File: src/rtl/feature_dispatcher_pkg.sv
// Shared constants and types for the feature ingress path.
// The inference cluster reuses VPE_NUM and FEAT_W.
package feature_dispatcher_pkg;

  localparam int VPE_NUM        = 8;
  localparam int FEAT_W         = 256;
  localparam int IN_W           = 64;
  localparam int BEATS_PER_FEAT = 4;

  typedef enum logic {
    COLLECT = 1'b0,
    SKIP    = 1'b1
  } asm_state_e;

endpackage

File: src/rtl/feature_fifo.sv
// Synchronous circular-buffer FIFO with registered occupancy.
// Push and pop in the same cycle are both performed.
module feature_fifo #(
  parameter int W     = 256,
  parameter int DEPTH = 4
) (
  input  logic                     clk,
  input  logic                     rst,
  input  logic                     push_i,
  input  logic [W-1:0]             data_i,
  input  logic                     pop_i,
  output logic [W-1:0]             data_o,
  output logic                     full_o,
  output logic                     empty_o,
  output logic [$clog2(DEPTH):0]   level_o
);

  localparam int AW = $clog2(DEPTH);

  logic [W-1:0]  mem_q [DEPTH];
  logic [AW-1:0] wptr_q, rptr_q;
  logic [AW:0]   level_q, level_d;

  always_comb begin
    level_d = level_q;
    unique case ({push_i, pop_i})
      2'b10:   level_d = level_q + 1'b1;
      2'b01:   level_d = level_q - 1'b1;
      default: level_d = level_q;
    endcase
  end

  always_ff @(posedge clk or posedge rst) begin
    if (rst) begin
      wptr_q  <= '0;
      rptr_q  <= '0;
      level_q <= '0;
    end else begin
      if (push_i) wptr_q <= wptr_q + 1'b1;
      if (pop_i)  rptr_q <= rptr_q + 1'b1;
      level_q <= level_d;
    end
  end

  // Storage needs no reset; occupancy alone defines validity.
  always_ff @(posedge clk) begin
    if (push_i) mem_q[wptr_q] <= data_i;
  end

  assign data_o  = mem_q[rptr_q];
  assign full_o  = (level_q == (AW+1)'(DEPTH));
  assign empty_o = (level_q == '0);
  assign level_o = level_q;

endmodule

File: src/rtl/feature_dispatcher.sv
// Assembles 64-bit beats into 256-bit features, queues them and
// issues one feature per cluster fetch, round-robin over the VPEs.
module feature_dispatcher
  import feature_dispatcher_pkg::asm_state_e;
  import feature_dispatcher_pkg::COLLECT;
  import feature_dispatcher_pkg::SKIP;
  import feature_dispatcher_pkg::BEATS_PER_FEAT;
#(
  parameter int IN_W       = 64,
  parameter int FEAT_W     = 256,
  parameter int NUM_VPE    = 8,
  parameter int FIFO_DEPTH = 4
) (
  input  logic                          rst,
  input  logic                          clk,
  input  logic [IN_W-1:0]               s_data,
  input  logic                          s_valid,
  input  logic                          s_last,
  output logic                          s_ready,
  input  logic                          fetch_pkt_feature,
  output logic [FEAT_W-1:0]             pkt_feature,
  output logic [NUM_VPE-1:0]            vpe_mux_valid,
  output logic [$clog2(FIFO_DEPTH):0]   fifo_level,
  output logic [15:0]                   drop_cnt
);

  localparam int LO_W = (BEATS_PER_FEAT-1)*IN_W;
  localparam int RW   = $clog2(NUM_VPE);
  localparam int CW   = $clog2(NUM_VPE+1);

  asm_state_e        st_q, st_d;
  logic [1:0]        bc_q, bc_d;
  logic [LO_W-1:0]   lo_q;
  logic [15:0]       drop_q;
  logic [CW-1:0]     req_q, req_d;
  logic [RW-1:0]     rr_q;
  logic [FEAT_W-1:0] pkt_q;
  logic [NUM_VPE-1:0] vmv_q;

  logic acc, push, drop, disp;
  logic full, empty;
  logic [FEAT_W-1:0] head;

  assign acc = s_valid && s_ready;

  always_comb begin
    st_d = st_q;
    bc_d = bc_q;
    push = 1'b0;
    drop = 1'b0;
    if (acc) begin
      unique case (st_q)
        COLLECT: begin
          if (bc_q != 2'd3) begin
            if (s_last) begin
              bc_d = 2'd0;
              drop = 1'b1;
            end else begin
              bc_d = bc_q + 2'd1;
            end
          end else begin
            bc_d = 2'd0;
            if (s_last) begin
              push = 1'b1;
            end else begin
              drop = 1'b1;
              st_d = SKIP;
            end
          end
        end
        SKIP: begin
          if (s_last) begin
            st_d = COLLECT;
            bc_d = 2'd0;
          end
        end
        default: st_d = COLLECT;
      endcase
    end
  end

  // A pending request or a same-cycle fetch can be served.
  assign disp = ((req_q != '0) || fetch_pkt_feature) && !empty;

  always_comb begin
    req_d = req_q;
    if (fetch_pkt_feature && !disp) begin
      if (req_q != CW'(NUM_VPE)) req_d = req_q + 1'b1;
    end else if (!fetch_pkt_feature && disp) begin
      req_d = req_q - 1'b1;
    end
  end

  always_ff @(posedge clk or posedge rst) begin
    if (rst) begin
      st_q   <= COLLECT;
      bc_q   <= 2'd0;
      lo_q   <= '0;
      drop_q <= '0;
      req_q  <= '0;
      rr_q   <= '0;
      pkt_q  <= '0;
      vmv_q  <= '0;
    end else begin
      st_q  <= st_d;
      bc_q  <= bc_d;
      req_q <= req_d;
      if (acc && st_q == COLLECT && bc_q != 2'd3)
        lo_q[int'(bc_q)*IN_W +: IN_W] <= s_data;
      if (drop && drop_q != 16'hFFFF)
        drop_q <= drop_q + 16'd1;
      vmv_q <= disp ? (NUM_VPE'(1) << rr_q) : '0;
      if (disp) begin
        pkt_q <= head;
        rr_q  <= (rr_q == RW'(NUM_VPE-1)) ? '0 : rr_q + 1'b1;
      end
    end
  end

  feature_fifo #(
    .W     (FEAT_W),
    .DEPTH (FIFO_DEPTH)
  ) u_fifo (
    .clk     (clk),
    .rst     (rst),
    .push_i  (push),
    .data_i  ({s_data, lo_q}),
    .pop_i   (disp),
    .data_o  (head),
    .full_o  (full),
    .empty_o (empty),
    .level_o (fifo_level)
  );

  assign s_ready       = !full;
  assign pkt_feature   = pkt_q;
  assign vpe_mux_valid = vmv_q;
  assign drop_cnt      = drop_q;

endmodule

File: config.mk
export PLATFORM = sky130hd
export DESIGN_NAME = feature_dispatcher
export DESIGN_NICKNAME = d
export VERILOG_FILES = /design/src/rtl/feature_dispatcher_pkg.sv /design/src/rtl/feature_fifo.sv /design/src/rtl/feature_dispatcher.sv
export SDC_FILE = /design/constraint.sdc
export NUM_CORES = 2
export LEC_CHECK = 0
export ABC_AREA = 1
export BUFFER_PORTS_ARGS = -buffer_cell sky130_fd_sc_hd__buf_2
export CORE_MARGIN = 4
export CORE_UTILIZATION = 55
export CTS_BUF_LIST = sky130_fd_sc_hd__clkbuf_16
export DETAILED_ROUTE_END_ITERATION = 10
export PLACE_DENSITY = 0.76
export REMOVE_ABC_BUFFERS = 1
export SLEW_MARGIN = 20
export SYNTH_ARGS = -nofsm -noshare
export SYNTH_HDL_FRONTEND = slang
export SYNTH_HIERARCHICAL = 1
export SYNTH_SLANG_ARGS = --single-unit
File: constraint.sdc
create_clock -name clk -period 19.5 [get_ports clk]
set_input_delay 5.85 -clock clk [delete_from_list [all_inputs] [get_ports clk]]
set_output_delay 5.85 -clock clk [all_outputs]
set_load 0.05 [all_outputs]
==> run summary <==
status = completed
Period Utilization, post-route = 50.06%
Clock Skew = 24.64 ps
max-slew violation count = 0
Hold Buf Count CTS = 0
Vias/cell = 5.528
Final Critical Period = 9761 ps
worst r2r src = bc_q[0]$_DFFE_PP0P_
Initial Utilization = 55.50%
critical path class = primary input to flip-flop
endpoints failing hold = 0
CP startpoint kind = primary input
HP Class = flip-flop to flip-flop
vias in the first global route = 38500
Worst VDD drop = 0.0001791 V
peak fanout along the critical path = 75
WP buf/inv = 5
placed instance area = 63730 µm²
Routed WL per cell = 20.27 µm
post-route ant nets = 0
die height = 342.6 µm
share of cells above drive strength 1 = 14.74%
Yosys warnings = 6
Net count, final = 5552
r2r setup slk = 13980 ps
relative slew slack = 22.72%
max-cap viol count = 0
number of setup buffers added after CTS = 0
Via Count = 39170
Hold Slack = 470.7 ps
DPL Wire Length = 78260 µm
Worst Path Required = 19850 ps
area delta synth->final = 11.19%
met1 Usage GRT = 33.31%
Gate Count Post-Synth = 5221
slowest CP cell = buf_4
worst setup margin = 9739 ps
met2 Use GR = 39.05%
fmax = 102.4 MHz
H-tree Lvls = 4
pre-CTS setup slack = 8974 ps
Initial DRC Count = 3862
TritonCTS Buffers = 151
I/O pin count = 353
synthesized cell area = 61590 µm²
GR Util All Layers = 24.36%
pin count of the biggest net entering global routing = 224
Post-synth EDFFs = 1024
final wirelength = 143600 µm
met3 usage = 5.415%
root buffer cell = clkbuf_16
worst-path cell chain = buf_2 > ha_1 > nand2_1 > nor2_1 > nand2_1 > inv_8 > buf_4 > buf_4 > buf_4
residual DRC count = 0
synth unique cells = 35
clock buffer depth = 3
post-CTS resize count = 0
fraction of registers with async set/reset = 32.32%
Worst R2R End = u_fifo/mem_q[0][35]$_DFFE_PP_
PortBufs = 352
Crit path top cell by count = buf_4
FILL cells = 8353
Hold Startpoint = pkt_feature[55]$_DFFE_PP0P_
CTS sink count = 1513
depth of the worst hold-timing path = 2
sequential share of the synthesized area = 69.80%
worst slew pin tran = 1159 ps
final instance area = 68480 µm²
CP top delay family = buffers and inverters
initial antenna violation count = 13
Die Footprint = 117400 µm²
R2R depth = 9
RSZ-0062 raised after global routing = no
Worst-Skew Late Latency = 750 ps
Avg Cell Area, Syn = 11.80 µm²
Crit. End Element = flip-flop
total gr overflow = 0
routability congestion estimate = 0.7840
Die Width = 342.6 µm
CP arrival = 10110 ps
Leakage = 30.47 nW
drt pass-1 iters = 5
FP Rows = 122
Critical Path End = u_fifo/mem_q[0][35]$_DFFE_PP_
PD cells = 165.6 nW/µm²
CTS tree = built
# setup viols final = 0
Core Region = 111000 µm²
main flop type after synthesis = edfxtp_1
first-pass GRT wire length = 221100 µm
CP max stage delay = 870 ps
Worst Setup SP = s_last
busiest grt layer = met2
Worst-path clk slew = 60 ps
WP depth = 9
Yosys reg bits = 1513
worst reg2reg max path: stages, from the launching register on:
cell and delay, ps:
dfrtp_1 460, ha_1 420, ha_1 230, nand2_1 70, nor2_1 380, nand2_1 240
inv_8 500, buf_4 880, buf_4 920, buf_4 910
power breakdown:
group          internal, W  switching [W]  total [W]
Combinational     0.000993        0.00331    0.00430
Clock              0.00156        0.00118    0.00274
Sequential         0.00396       0.000347    0.00430
how the worst min path moves through the flow:
stage / to / slack, ps
after floorplan: u_fifo/mem_q[0][167]$_DFFE_PP_ / 470
after global placement: pkt_feature[253]$_DFFE_PP0P_ / 460
after detailed placement: pkt_feature[170]$_DFFE_PP0P_ / 460
after CTS: pkt_feature[223]$_DFFE_PP0P_ / 480
after global routing: pkt_feature[182]$_DFFE_PP0P_ / 490
final: pkt_feature[55]$_DFFE_PP0P_ / 470
per-layer routing:
layer	up-vias	wire length, µm
li1	18090	-
met1	19270	58170
met2	1526	68060
met3	273	13200
met4	10	4110
met5	-	62
per-stage QoR:
| stage | cells | total power [W] | util (%) | TNS, ps |
|---|---|---|---|---|
| 6_report | 7085 | 0.01134 | 61.71 | 0 |
| 5_1_grt | 7078 | 0.01193 | 61.69 | 0 |
| 4_1_cts | 7078 | 0.01140 | 61.69 | 0 |
| 3_5_place_dp | 6797 | 0.008652 | 57.43 | 0 |
| 2_1_floorplan | 4911 | 0.008094 | - | -17100 |
| 3_3_place_gp | 6797 | 0.008559 | 57.43 | 0 |
registers in the layout, indices dropped and copies added (netlist names), 3 cells and up:
| register | cells |
|---|---|
| rr_q | 3 |
| req_q | 4 |
| drop_cnt | 16 |
| u_fifo/mem_q | 1024 |
| u_fifo/level_o | 3 |
| vpe_mux_valid | 8 |
| lo_q | 192 |
| pkt_feature | 256 |
synthesized netlist by cell type, types with 10 or more instances:
master,n,area [µm²]
buf_1,15,56.30
buf_2,182,910.9
buf_4,40,300.3
buf_6,57,641.9
clkbuf_1,16,60.06
dfrtp_1,489,12240
edfxtp_1,1024,30750
ha_1,20,250.2
inv_1,557,2091
nand2_1,1819,6828
nand3_1,208,1041
nor2_1,19,71.32
o211ai_1,312,2342
o211ai_2,200,2502
o21ai_0,38,190.2
o21ai_1,168,840.8
xor2_1,10,87.58
cells by family (layout without fill, tap and decap cells):
family	after synthesis	in the layout	synth area share, %
fa+ha+maj	21	21	0.4388
buf+inv	873	1242	6.629
other cells	0	7	0
xor+xnor	19	19	0.2702
compound gates	725	725	9.618
simple gates	2070	2070	13.25
flops	1513	1513	69.80
cell type report:
cell class,count,area (µm²),area share [%]
Tap cell,1488,1862,2.719
Clock buffer,157,3929,5.737
Clock inverter,124,795.8,1.162
Timing Repair Buffer,398,2173,3.174
Sequential cell,1513,42990,62.79
Inverter,563,2172,3.172
Antenna cell,7,17.52,0.02558
Multi-Input combinational cell,2835,14530,21.22
layout by cell type (no fill, tap or decap), drive strengths merged, types with 8 or more instances in the layout:
cell type / instances
nor2: 23
o21ai: 207
edfxtp: 1024
dfrtp: 489
ha: 20
xor2: 10
buf: 398
bufinv: 8
xnor2: 9
nand3: 209
clkinv: 51
nor3: 12
inv: 623
o211ai: 512
nand2: 1821
clkbuf: 157
(Power assumes the default switching activity.)
